$ cat config.mk
export PLATFORM = sky130hd
export DESIGN_NAME = decode_stage
export DESIGN_NICKNAME = d
export VERILOG_FILES = /design/src/rtl/decode_stage.sv
export SDC_FILE = /design/constraint.sdc
export NUM_CORES = 1
export LEC_CHECK = 0
export BUFFER_PORTS_ARGS = -buffer_cell sky130_fd_sc_hd__buf_4
export CORE_MARGIN = 4
export CORE_UTILIZATION = 54
export DETAILED_ROUTE_END_ITERATION = 6
export PLACE_DENSITY = 0.82
export SLEW_MARGIN = 40
export SYNTH_ARGS = -nofsm -noshare
export SYNTH_HDL_FRONTEND = slang
export SYNTH_SLANG_ARGS = --single-unit
$ cat constraint.sdc
create_clock -name clk -period 3.05 [get_ports clk]
set_clock_uncertainty 0.2 [all_clocks]
set_input_delay 0.305 -clock clk [delete_from_list [all_inputs] [get_ports clk]]
set_output_delay 0.305 -clock clk [all_outputs]
set_load 0.02 [all_outputs]
$ cat src/rtl/decode_stage.sv
// decode_stage: RV32I decode pipeline stage with optional one-entry skid buffer
module decode_stage #(
  parameter int PC_W = 32,
  parameter bit SKID = 1'b1
) (
  input  logic            clk,
  input  logic            rst,
  input  logic            flush,
  input  logic            in_valid,
  output logic            in_ready,
  input  logic [31:0]     in_instr,
  input  logic [PC_W-1:0] in_pc,
  output logic            out_valid,
  input  logic            out_ready,
  output logic [PC_W-1:0] out_pc,
  output logic [4:0]      out_rs1,
  output logic [4:0]      out_rs2,
  output logic [4:0]      out_rd,
  output logic [31:0]     out_imm,
  output logic [3:0]      out_alu_op,
  output logic            out_alu_src_imm,
  output logic [2:0]      out_funct3,
  output logic            out_reg_we,
  output logic            out_mem_re,
  output logic            out_mem_we,
  output logic            out_branch,
  output logic            out_jump,
  output logic            out_illegal
);
  typedef struct packed {
    logic [PC_W-1:0] pc;
    logic [4:0]      rs1;
    logic [4:0]      rs2;
    logic [4:0]      rd;
    logic [31:0]     imm;
    logic [3:0]      alu_op;
    logic            alu_src_imm;
    logic [2:0]      funct3;
    logic            reg_we;
    logic            mem_re;
    logic            mem_we;
    logic            branch;
    logic            jump;
    logic            illegal;
  } bundle_t;
  bundle_t d, q;
  logic skid_full, accept, advance, legal;
  logic [31:0] skid_instr, instr, imm_i, imm_s, imm_b, imm_u, imm_j;
  logic [PC_W-1:0] skid_pc, pc;
  logic [6:0] f7;
  logic [2:0] f3;
  assign advance  = !out_valid || out_ready;
  assign in_ready = !rst && (SKID ? !skid_full : advance);
  assign accept   = in_valid && in_ready;
  assign instr    = skid_full ? skid_instr : in_instr;
  assign pc       = skid_full ? skid_pc : in_pc;
  assign f7       = instr[31:25];
  assign f3       = instr[14:12];
  assign imm_i    = {{20{instr[31]}}, instr[31:20]};
  assign imm_s    = {{20{instr[31]}}, instr[31:25], instr[11:7]};
  assign imm_b    = {{19{instr[31]}}, instr[31], instr[7], instr[30:25], instr[11:8], 1'b0};
  assign imm_u    = {instr[31:12], 12'b0};
  assign imm_j    = {{11{instr[31]}}, instr[31], instr[19:12], instr[20], instr[30:21], 1'b0};
  // decode the instruction about to enter the output register (skid entry first)
  always_comb begin
    d = '0;
    legal = 1'b1;
    d.pc = pc;
    d.funct3 = f3;
    case (instr[6:0])
      7'b0110011: begin
        d.rs1 = instr[19:15]; d.rs2 = instr[24:20]; d.rd = instr[11:7];
        d.alu_op = {f7[5], f3}; d.reg_we = 1'b1;
        legal = f7 == 7'h00 || (f7 == 7'h20 && (f3 == 3'b000 || f3 == 3'b101));
      end
      7'b0010011: begin
        d.rs1 = instr[19:15]; d.rd = instr[11:7];
        d.imm = f3[1:0] == 2'b01 ? {27'b0, instr[24:20]} : imm_i;
        d.alu_op = {f3 == 3'b101 && f7[5], f3}; d.alu_src_imm = 1'b1; d.reg_we = 1'b1;
        legal = f3 == 3'b001 ? f7 == 7'h00 : f3 == 3'b101 ? (f7 == 7'h00 || f7 == 7'h20) : 1'b1;
      end
      7'b0000011: begin
        d.rs1 = instr[19:15]; d.rd = instr[11:7]; d.imm = imm_i;
        d.alu_src_imm = 1'b1; d.mem_re = 1'b1; d.reg_we = 1'b1;
        legal = f3 != 3'b011 && f3[2:1] != 2'b11;
      end
      7'b0100011: begin
        d.rs1 = instr[19:15]; d.rs2 = instr[24:20]; d.imm = imm_s;
        d.alu_src_imm = 1'b1; d.mem_we = 1'b1;
        legal = !f3[2] && f3 != 3'b011;
      end
      7'b1100011: begin
        d.rs1 = instr[19:15]; d.rs2 = instr[24:20]; d.imm = imm_b;
        d.alu_op = 4'b1000; d.branch = 1'b1;
        legal = f3[2:1] != 2'b01;
      end
      7'b1101111: begin
        d.rd = instr[11:7]; d.imm = imm_j; d.jump = 1'b1; d.reg_we = 1'b1;
      end
      7'b1100111: begin
        d.rs1 = instr[19:15]; d.rd = instr[11:7]; d.imm = imm_i;
        d.alu_src_imm = 1'b1; d.jump = 1'b1; d.reg_we = 1'b1;
        legal = f3 == 3'b000;
      end
      7'b0110111, 7'b0010111: begin
        d.rd = instr[11:7]; d.imm = imm_u; d.alu_src_imm = 1'b1; d.reg_we = 1'b1;
      end
      default: legal = 1'b0;
    endcase
    d.illegal = !legal;
    {d.reg_we, d.mem_re, d.mem_we, d.branch, d.jump} = {d.reg_we, d.mem_re, d.mem_we, d.branch, d.jump} & {5{legal}};
  end
  // output register refills from skid before input; input parks in skid while stalled
  always_ff @(posedge clk) begin
    if (rst) begin
      q <= '0;
      out_valid <= 1'b0;
      skid_full <= 1'b0;
      skid_instr <= '0;
      skid_pc <= '0;
    end else if (flush) begin
      out_valid <= 1'b0;
      skid_full <= 1'b0;
    end else if (advance) begin
      out_valid <= skid_full || accept;
      if (skid_full || accept) q <= d;
      skid_full <= 1'b0;
    end else if (SKID && accept) begin
      skid_instr <= in_instr;
      skid_pc <= in_pc;
      skid_full <= 1'b1;
    end
  end
  assign out_pc          = q.pc;
  assign out_rs1         = q.rs1;
  assign out_rs2         = q.rs2;
  assign out_rd          = q.rd;
  assign out_imm         = q.imm;
  assign out_alu_op      = q.alu_op;
  assign out_alu_src_imm = q.alu_src_imm;
  assign out_funct3      = q.funct3;
  assign out_reg_we      = q.reg_we;
  assign out_mem_re      = q.mem_re;
  assign out_mem_we      = q.mem_we;
  assign out_branch      = q.branch;
  assign out_jump        = q.jump;
  assign out_illegal     = q.illegal;
endmodule
Word-level counts from Yosys, hierarchy flattened:

Cells that the tools add are included.

* word-level logic and storage cells: 84
* flip-flop bits (word level): 159

* muxes and demuxes: 17
* reduce and logical (&&, ||, !) cells: 30
* bitwise operators: 3
* equality and inequality tests: 16

Operators by type and width (number)
* one-hot mux 32 bit (6 select lines): 1
* two-way mux 32 bit: 3
* == test 7 x 6 -> 1 bit, second input constant: 4
* == test 7 bit, second input constant: 3
* two-way mux 5 bit: 3
* == test 7 x 5 -> 1 bit, second input constant: 2
* one-hot mux 4 bit (3 select lines): 1
* OR reduction 6 bit: 2
* OR reduction 3 bit: 3
* two-way mux 1 bit: 8
* OR reduction 2 bit: 4
* == test 7 x 2 -> 1 bit, second input constant: 1
* logical NOT 7 bit: 1
* one-hot mux 1 bit (7 select lines): 1
* OR reduction 7 bit: 1
* logical AND 1 bit: 6
* AND reduction 3 bit: 2
* bitwise AND 5 bit: 1
* logical NOT 1 bit: 5
* logical OR 1 bit: 5
* == test 3 x 1 -> 1 bit, second input constant: 1
* == test 3 bit, second input constant: 1
* logical NOT 3 bit: 1
* inequality test 3 x 2 -> 1 bit, second input constant: 1
* other kinds (4): 5

Longest topological paths before layout:

Gate-level depths: netlist of the first run.

* word-level depth: 7
* gate-level depth with buffers: 10

Least setup slack after synthesis of the first run:

No wires, ideal clock.

* kind: flip-flop to flip-flop
* start point: register skid_full
* end point: register q, in the netlist out_mem_we
* path buffers: 3
* data required time: 2.718 ns
* library setup time: 0.132 ns
* stages on the path, launching flop included: 9
* path slack: 0.773 ns
* data arrival time: 1.945 ns
* cells stage by stage: dfxtp_1 -> buf_6 -> buf_6 -> buf_6 -> mux2_4 -> and2_2 -> o221a_2 -> a311oi_2 -> o31ai_1

* longest elaborated chain between the ends: 7

Ends and longest elaborated chain
* start: declaration: line 47 `logic skid_full, accept, advance, legal;`
* start signal: assignment: line 118 `skid_full <= 1'b0;`
* start signal: assignment: line 123 `skid_full <= 1'b0;`
* start signal: assignment: line 127 `skid_full <= 1'b0;`
* two-way mux 32 bit: line 55 `assign instr = skid_full ? skid_instr : in_instr;`
* == test 7 x 6 -> 1 bit (tied with other cells): line 74, 80
* logical OR 1 bit (on tied branches): line 80, 74
* two-way mux 1 bit / logical AND 1 bit (equally long branches): line 80, 74
* two-way mux 1 bit / logical OR 1 bit (equally long branches): line 80, 74
* one-hot mux 1 bit (7 select lines): line 70 `case (instr[6:0])`
* bitwise AND 5 bit: line 111 `{d.reg_we, d.mem_re, d.mem_we, d.branch, d.jump} = {d.reg_we, d.mem_re, d.mem_we, d.branch, d.jump} & {5{legal ...`
* end signal: assignment: line 116 `q <= '0;`
* end signal: assignment: line 126 `if (skid_full || accept) q <= d;`
* end: declaration: line 46 `bundle_t d, q;`

Parallel ways exist; a longest one is shown, timed or not.
A chain may end at the register's enable or synchronous reset.

Worst setup path in the final report of the first run:

* start point: register skid_full
* end point: register q, in the netlist out_imm[31]

* longest elaborated chain between the ends: 5

Ends and longest elaborated chain
* branches (longest 5 deep; another with two-way mux 32 bit)

Several ways; the timed one is not identified.

==> results.sh, run 1 <==
export IMPL_status="complete, but fails checks"
export IMPL_violations="design-rule violations"
export IMPL_min_period_over_period_pct=91.8
export IMPL_grt_usage_pct=29.3
export IMPL_path_class="reg2reg"
export IMPL_tightest_slew_ns=0.756
export IMPL_finalSetupViolations=0
export IMPL_hold_slack_ns=0.0164
export IMPL_nets=1095
export IMPL_die_area_um2=14700
export IMPL_yosys_warnings=0
export IMPL_dieWidth_um=121
export IMPL_first_iter_violations=709
export IMPL_syn_inst=820
export IMPL_ys_seq_area_share_pct=45.8
export IMPL_multi_input_area_um2=3500
export IMPL_worstRegToRegCells=6
export IMPL_rsz0062_at_grt="no"
export IMPL_async_reset_ff_share_pct=0
export IMPL_layout_drive_gt1_share_pct=23.3
export IMPL_critPathMaxStageDelay_ns=0.75
export IMPL_syn_to_final_growth_pct=38.3
export IMPL_grt_pass1_wl_um=34500
export IMPL_numCtsBuffers=17
export IMPL_slowest_stage="dfxtp_4"
export IMPL_cts_htree_levels=4
export IMPL_gp_congestion=0.915
export IMPL_dpl_hpwl_um=13400
export IMPL_fin_cells=1211
export IMPL_cap_viol_max_count=0
export IMPL_arrival_ns=2.93
export IMPL_cts_repair_resized=0
export IMPL_min_path_cells=3
export IMPL_synth_edf_count=0
export IMPL_dr_pass1_iters=7
export IMPL_ctsHoldBuffers=65
export IMPL_post_cts_buffers=0
export IMPL_netlist_area_um2=6950
export IMPL_crit_required_ns=3.18
export IMPL_worstSkewPairLatency_ns=0.43
export IMPL_ir_drop_v=0.000327
export IMPL_fin_ws_ns=0.252
export IMPL_wire_per_inst_um=17.9
export IMPL_cts_tree="built"
export IMPL_min_to="skid_full"
export IMPL_fmax_mhz=357
export IMPL_via_count=6889
export IMPL_period_minus_slack_ns=2.80
export IMPL_synth_nets=889
export IMPL_p_leak_nw=3.63
export IMPL_path_cells="and3b_1 -> or2_2 -> o21ai_0 -> a211o_1 -> a211oi_1 -> a21o_1"
export IMPL_synth_cell_types=65
export IMPL_drc=1
export IMPL_core_um2=12600
export IMPL_synth_flop_cell="dfxtp_1"
export IMPL_ant_nets=0
export IMPL_regArea_um2=3190
export IMPL_io_pins=164
export IMPL_wl_um=21700
export IMPL_fill_cells=878
export IMPL_fin_util_pct=76.1
export IMPL_worstReg2RegEnd="out_imm[31]"
export IMPL_synth_area_per_cell_um2=8.47
export IMPL_worstPathMaxFanout=49
export IMPL_num_rows=41
export IMPL_hp_start="in_valid"
export IMPL_clock_path_buffers=2
export IMPL_cp_start_kind="flop"
export IMPL_port_buffers=163
export IMPL_diodes=0
export IMPL_hold_viol_final=0
export IMPL_crit_path_end_kind="flop"
export IMPL_tns_ns=0
export IMPL_reg2reg_from="skid_full"
export IMPL_drv_slew=0
export IMPL_powerDensity_nw_per_um2=512
export IMPL_dpl_cell_count=1114
export IMPL_root_buffer="clkbuf_16"
export IMPL_grt_antenna_before_repair=0
export IMPL_synth_seq_cells=159
export IMPL_reg2reg_slack_ns=0.25
export IMPL_clock_sinks=159
export IMPL_hold_path_class="in2reg"
export IMPL_initial_utilization_pct=55.0
export IMPL_grt_pass1_vias=6685
export IMPL_place_ws_ns=0.351
export IMPL_relSlewSlack_pct=49.5
export IMPL_cts_clk_slew_worst_paths_ns=0.06
export IMPL_routed_via_density=5.69
export IMPL_die_h_um=121
export IMPL_gr_total_overflow=0
export IMPL_grt_max_degree=134
worst max path at each step:
stage              start          end  slack (ns)  cells past startpoint
2_1_floorplan  skid_full   out_mem_we        0.77                      8
5_1_grt        skid_full  out_imm[15]        0.13                      6
3_5_place_dp   skid_full  out_imm[31]        0.35                      6
3_3_place_gp   skid_full  out_imm[31]        0.37                      6
4_1_cts        skid_full  out_imm[31]        0.32                      6
6_report       skid_full  out_imm[31]        0.25                      6
routing by layer:
metal	up-vias	part of all wire, %	GRT usage (%)
li1	3305	-	-
met1	3273	43	37.7
met2	258	48	48.2
met3	53	5.9	6.11
met4	0	2.9	11.7
met5	-	0	0
registers in the layout (all words and copies together) (netlist names), 3 cells and up:
register    cells
out_funct3      3
out_imm        32
out_pc         32
out_rs2         5
out_rs1         5
out_alu_op      4
skid_instr     32
out_rd          5
skid_pc        32
placed cells by master (no fill, tap or decap), drive strengths merged, types with 3 or more instances in the layout:
cell and n:
nand3b 5, dlygate4sd3 65, nor2b 6, nand2 168
and2 5, bufinv 3, a21o 3, o22ai 8
a21boi 3, nor2 80, nand4 4, o211ai 4
a21oi 85, clkinv 3, clkbuf 25, a22o 8
nand2b 5, o31ai 6, a311oi 3, or3 3
nand3 13, a22oi 11, dfxtp 159, a211oi 36
buf 179, mux2i 58, o21ai 37, inv 6
nor3 9, mux2 10
per-stage QoR:
| stage | power (W) | instance area, µm² |
|---|---|---|
| 2_1_floorplan | 0.00240 | 6950 |
| 3_3_place_gp | 0.00260 | 8310 |
| 3_5_place_dp | 0.00260 | 8320 |
| 4_1_cts | 0.00491 | 9600 |
| 5_1_grt | 0.00507 | 9600 |
| 6_report | 0.00492 | 9600 |
area by class of cell:
type                            count  area share [%]
Tap cell                          172            2.24
Timing Repair Buffer              244            21.3
Sequential cell                   159            33.2
Clock inverter                      7            1.26
Multi-Input combinational cell    599            36.5
Clock buffer                       25            5.37
Inverter                            5           0.195
report_power, final:
part / switching [W] / leakage [nW] / total (W) / internal, W
clock: 0.000860 / 0.314 / 0.00228 / 0.00142
combinational: 0.000272 / 2.03 / 0.000504 / 0.000232
sequential: 0.0000229 / 1.29 / 0.00213 / 0.00211
synth_stat cells, drive strengths merged, types with 9 or more instances:
cell    number  area, µm²
a211oi      36        275
a21oi       85        425
a22oi       11       82.6
buf         16        110
clkbuf      41        154
dfxtp      159       3180
mux2        10        120
mux2i       58        584
nand2      168        633
nand3       13       70.1
nor2        80        300
nor3         9       45.0
o21ai       37        189
logic make-up after synthesis:
kind of cell	count (synthesis)	share of synthesized area, %
DFF	159	45.8
and+or+nand+nor	312	19.6
AOI/OAI and AO/OA	219	20.4
buffers and inverters	62	4.07
muxes	68	10.1
worst max-delay path: cells and delay by family, from the launching register on:
kind            cells  cell delay (ns)
compound gates      4             1.14
simple gates        2             0.59
flops               1             0.75
(Power assumes the default switching activity.)
==> run 2: changes to the inputs <==
==> constraint.sdc (replaced) <==
create_clock -name clk -period 3.05 [get_ports clk]
set_clock_uncertainty 0.2 [all_clocks]
set_input_delay 0.4575 -clock clk [delete_from_list [all_inputs] [get_ports clk]]
set_output_delay 0.4575 -clock clk [all_outputs]
set_load 0.02 [all_outputs]
==> results.sh, run 2 (synthesized netlist as in run 1, its figures left out) <==
export IMPL_die_h_um=121
export IMPL_worstPathMaxFanout=44
export IMPL_tns_ns=0
export IMPL_final_common_cell="buf_4"
export IMPL_dpl_hpwl_um=13500
export IMPL_cts_htree_levels=4
export IMPL_violations="design-rule violations"
export IMPL_crit_required_ns=2.39
export IMPL_dieWidth_um=121
export IMPL_grt_usage_pct=26.2
export IMPL_path_class="reg2out"
export IMPL_period_minus_slack_ns=2.78
export IMPL_io_pins=164
export IMPL_p_leak_nw=3.33
export IMPL_grt_antenna_before_repair=0
export IMPL_post_cts_buffers=0
export IMPL_swShare_pct=23.1
export IMPL_reg2reg_from="skid_full"
export IMPL_fill_cells=1046
export IMPL_worstSkewPairLatency_ns=0.42
export IMPL_cts_repair_resized=0
export IMPL_first_iter_violations=581
export IMPL_min_path_cells=2
export IMPL_worstReg2RegEnd="out_imm[31]"
export IMPL_min_to="out_valid"
export IMPL_relSlewSlack_pct=50.9
export IMPL_clock_sinks=159
export IMPL_p_comb_share_pct=9.1
export IMPL_dr_pass1_iters=7
export IMPL_hold_path_class="in2reg"
export IMPL_routed_via_density=5.61
export IMPL_wl_um=19400
export IMPL_rsz0062_at_grt="no"
export IMPL_arrival_ns=2.12
export IMPL_ir_drop_v=0.000381
export IMPL_wire_per_inst_um=16.9
export IMPL_gp_congestion=0.926
export IMPL_final_cell_area_um2=8890
export IMPL_core_um2=12600
export IMPL_hold_viol_final=0
export IMPL_worstRegToRegCells=6
export IMPL_p_seq_share_pct=45.9
export IMPL_cap_viol_max_count=0
export IMPL_grt_pass1_vias=5919
export IMPL_hold_slack_ns=0.0306
export IMPL_layout_common_cells="180 x buf_4, 167 x nand2_1, 158 x dfxtp_1, 85 x a21oi_1, 79 x nor2_1"
export IMPL_ctsHoldBuffers=0
export IMPL_dpl_cell_count=1117
export IMPL_via_count=6436
export IMPL_port_buffers=163
export IMPL_gr_total_overflow=0
export IMPL_cp_start_kind="flop"
export IMPL_layout_drive_gt1_share_pct=24.6
export IMPL_die_area_um2=14700
export IMPL_powerDensity_nw_per_um2=523
export IMPL_reg2reg_slack_ns=0.42
export IMPL_clockPowerShare_pct=45.0
export IMPL_crit_path_end_kind="output port"
export IMPL_p_switching_w=0.00107
export IMPL_grt_pass1_wl_um=30800
export IMPL_cts_clk_slew_worst_paths_ns=0.06
export IMPL_power_w=0.00465
export IMPL_fin_cells=1147
export IMPL_num_rows=41
export IMPL_diodes=0
export IMPL_drc=2
export IMPL_finalSetupViolations=0
export IMPL_nets=1033
export IMPL_grt_max_degree=72
export IMPL_p_int_w=0.00358
export IMPL_dpl_cell_area_um2=8310
export IMPL_numCtsBuffers=17
export IMPL_drv_slew=0
export IMPL_syn_to_final_growth_pct=28.0
export IMPL_fmax_mhz=360
export IMPL_root_buffer="clkbuf_16"
export IMPL_initial_utilization_pct=55.0
export IMPL_status="complete, but fails checks"
export IMPL_ant_nets=0
export IMPL_hp_start="flush"
export IMPL_tightest_slew_ns=0.735
export IMPL_min_period_over_period_pct=91.1
export IMPL_cts_tree="built"
export IMPL_clock_path_buffers=2
[run 2: cell count changes in the layout (fill, tap and decap cells not counted), sizes merged]
cell,previous run,this run
buf,179,182
inv,6,7
bufinv,3,2
clkinv,3,0
clkbuf,25,26
dlygate4sd3,65,0
[run 2: worst max path at each step]
stage           startpoint           to  cells past startpoint  slack (ns)
6_report         skid_full     in_ready                      3        0.27
5_1_grt          skid_full     in_ready                      3        0.18
4_1_cts          skid_full     in_ready                      3        0.28
3_5_place_dp     skid_full   out_mem_we                      6        0.46
3_3_place_gp     skid_full  out_imm[31]                      6        0.47
2_1_floorplan  in_instr[2]   out_mem_re                      6        0.77
[run 2: layout make-up]
class                   count  area [µm²]  area share [%]
clock buffers              26         499            5.62
clock inverters             4        75.1           0.845
inverters                   5        18.8           0.211
multi-input cells         599        3500            39.4
flip-flops and latches    159        3190            35.9
well taps                 172         215            2.42
repair buffers            182        1390            15.7
[run 2: through the flow]
| step | setup slack [ns] | util [%] |
|---|---|---|
| after floorplan | 0.768 | - |
| after global placement | 0.469 | 65.8 |
| after detailed placement | 0.462 | 65.9 |
| after CTS | 0.278 | 70.4 |
| after global routing | 0.180 | 70.4 |
| final | 0.270 | 70.4 |
[run 2: power groups by stage]
stage	combinational, W	clock [W]	sequential (W)
after CTS	0.000424	0.00211	0.00213
final	0.000425	0.00209	0.00213
after detailed placement	0.000420	0	0.00218
after global placement	0.000416	0	0.00218
after floorplan	0.000187	0	0.00221
after global routing	0.000462	0.00221	0.00214
[run 2: critical path: stages, from the launching register on]
cell	delay, ns
dfxtp_4	0.66
buf_4	0.67
nor2_1	0.15
buf_4	0.20
[run 2: routing by layer]
metal	GRT usage (%)	up-vias	wire length, µm
li1	-	3172	-
met1	35.9	3014	8730
met2	41.2	223	9050
met3	6.57	27	1280
met4	6.93	0	311
met5	0	-	0
==> run 3: changes to the inputs <==
==> config.mk (replaced) <==
export PLATFORM = sky130hd
export DESIGN_NAME = decode_stage
export DESIGN_NICKNAME = d
export VERILOG_FILES = /design/src/rtl/decode_stage.sv
export SDC_FILE = /design/constraint.sdc
export NUM_CORES = 1
export LEC_CHECK = 0
export CORE_MARGIN = 4
export CORE_UTILIZATION = 35
export DETAILED_ROUTE_END_ITERATION = 6
export DONT_BUFFER_PORTS = 1
export PLACE_DENSITY = 0.51
export SLEW_MARGIN = 40
export SYNTH_ARGS = -nofsm -noshare
export SYNTH_HDL_FRONTEND = slang
export SYNTH_SLANG_ARGS = --single-unit
==> results.sh, run 3 (synthesized netlist as in run 1, its figures left out) <==
export IMPL_drc=0
export IMPL_io_pins=164
export IMPL_num_rows=51
export IMPL_rsz0062_at_grt="no"
export IMPL_regArea_um2=3190
export IMPL_relSlewSlack_pct=52.4
export IMPL_nets=933
export IMPL_first_iter_violations=311
export IMPL_die_area_um2=22200
export IMPL_hold_viol_final=0
export IMPL_powerDensity_nw_per_um2=548
export IMPL_grt_pass1_wl_um=33800
export IMPL_final_common_cell="nand2_1"
export IMPL_worstPathMaxFanout=41
export IMPL_clock_sinks=159
export IMPL_clock_path_buffers=2
export IMPL_grt_usage_pct=19.2
export IMPL_cp_start_kind="flop"
export IMPL_grt_max_degree=125
export IMPL_numCtsBuffers=17
export IMPL_path_class="reg2reg"
export IMPL_initial_utilization_pct=35.7
export IMPL_p_leak_nw=2.78
export IMPL_fin_cells=1141
export IMPL_core_um2=19500
export IMPL_crit_path_end_kind="flop"
export IMPL_crit_required_ns=3.16
export IMPL_wl_met1_um=9310
export IMPL_dieWidth_um=149
export IMPL_gr_total_overflow=0
export IMPL_highest_layer="met4"
export IMPL_root_buffer="clkbuf_16"
export IMPL_cap_viol_max_count=0
export IMPL_cts_clk_slew_worst_paths_ns=0.07
export IMPL_wire_per_inst_um=19.1
export IMPL_period_minus_slack_ns=2.74
export IMPL_drv_slew=0
export IMPL_tightest_slew_ns=0.715
export IMPL_diodes=0
export IMPL_ir_drop_v=0.000347
export IMPL_dpl_cell_count=1043
export IMPL_cts_htree_levels=4
export IMPL_wl_um=21700
export IMPL_cp_startpoint="out_valid"
export IMPL_status="finished, final reports clean"
export IMPL_hold_path_class="in2reg"
export IMPL_post_cts_buffers=0
export IMPL_routed_via_density=5.36
export IMPL_fmax_mhz=365
export IMPL_layout_drive_gt1_share_pct=9.13
export IMPL_min_period_over_period_pct=89.8
export IMPL_dpl_hpwl_um=14600
export IMPL_port_buffers=0
export IMPL_ant_nets=0
export IMPL_via_count=6118
export IMPL_fin_util_pct=43.6
export IMPL_syn_to_final_growth_pct=22.2
export IMPL_dr_wl_met2_um=10200
export IMPL_tns_ns=0
export IMPL_fill_cells=1923
export IMPL_hp_start="rst"
export IMPL_dr_pass1_iters=5
export IMPL_arrival_ns=2.85
export IMPL_grt_pass1_vias=5923
export IMPL_gp_congestion=0.812
export IMPL_reg2reg_from="out_valid"
export IMPL_grt_antenna_before_repair=1
export IMPL_finalSetupViolations=0
export IMPL_cts_tree="built"
export IMPL_multi_input_area_um2=3510
export IMPL_die_h_um=149
export IMPL_wl_met3_um=1810
export IMPL_layout_common_cells="167 x nand2_1, 158 x dfxtp_1, 85 x a21oi_1, 79 x nor2_1, 66 x dlygate4sd3_1"
export IMPL_worstSkewPairLatency_ns=0.42
==> run 3: cell types whose count changed in the layout (fill, tap and decap cells not counted), moves of 2 or more <==
cell	change
clkinv_2	+2
dlygate4sd3_1	+66
clkbuf_1	-5
clkbuf_8	-3
buf_12	+2
inv_6	+5
buf_4	-169
==> run 3: worst max-delay path, stage by stage, from the launching register on <==
cell           delay, ns
dfxtp_1             0.48
nand2b_1            0.21
nor3_1              0.36
nand3_4             0.33
buf_12              0.30
nand2_1             0.10
a21oi_1             0.07
dlygate4sd3_1       0.58
==> run 3: cell type report <==
class | instances | share of cell area, %
clock buffers | 18 | 5.17
flip-flops and latches | 159 | 37.5
repair buffers | 82 | 10.0
inverters | 5 | 0.221
well taps | 265 | 3.91
multi-input cells | 599 | 41.4
clock inverters | 13 | 1.77
==> run 3: per-layer routing <==
metal,GRT usage (%),up-vias
met3,6.14,22
met2,30.8,188
met5,0,-
li1,-,2976
met4,5.86,0
met1,24.9,2932
==> run 3: report_power, final <==
| part | switching, W | internal [W] |
|---|---|---|
| sequential | 0.0000666 | 0.00211 |
| clock | 0.000914 | 0.00124 |
| combinational | 0.000178 | 0.000142 |
==> run 3: worst paths after layout <==
kind | endpoint | slack (ns) | cells after the start
worst max-delay path | skid_pc[30] | 0.31 | 7
worst min-delay path | out_jump | 0.03 | 2
worst max register to register | skid_pc[30] | 0.31 | 7
worst min register to register | skid_pc[10] | 0.25 | 2
==> run 3: timing repair <==
item | CTS | global route
gates resized for setup | 0 | 1
hold endpoints to repair | 124 | 0
endpoints found under the setup margin | 0 | 1
hold buffers | 67 | 0
==> run 3: through the flow <==
step	setup WS [ns]	hold WS [ns]	power [W]	area [µm²]
after floorplan	0.768	0.233	0.00240	6950
after global placement	0.373	0.235	0.00244	7200
after detailed placement	0.339	0.240	0.00244	7200
after CTS	0.147	0.00548	0.00470	8480
after global routing	0.110	0.0260	0.00483	8490
final	0.312	0.0276	0.00466	8490
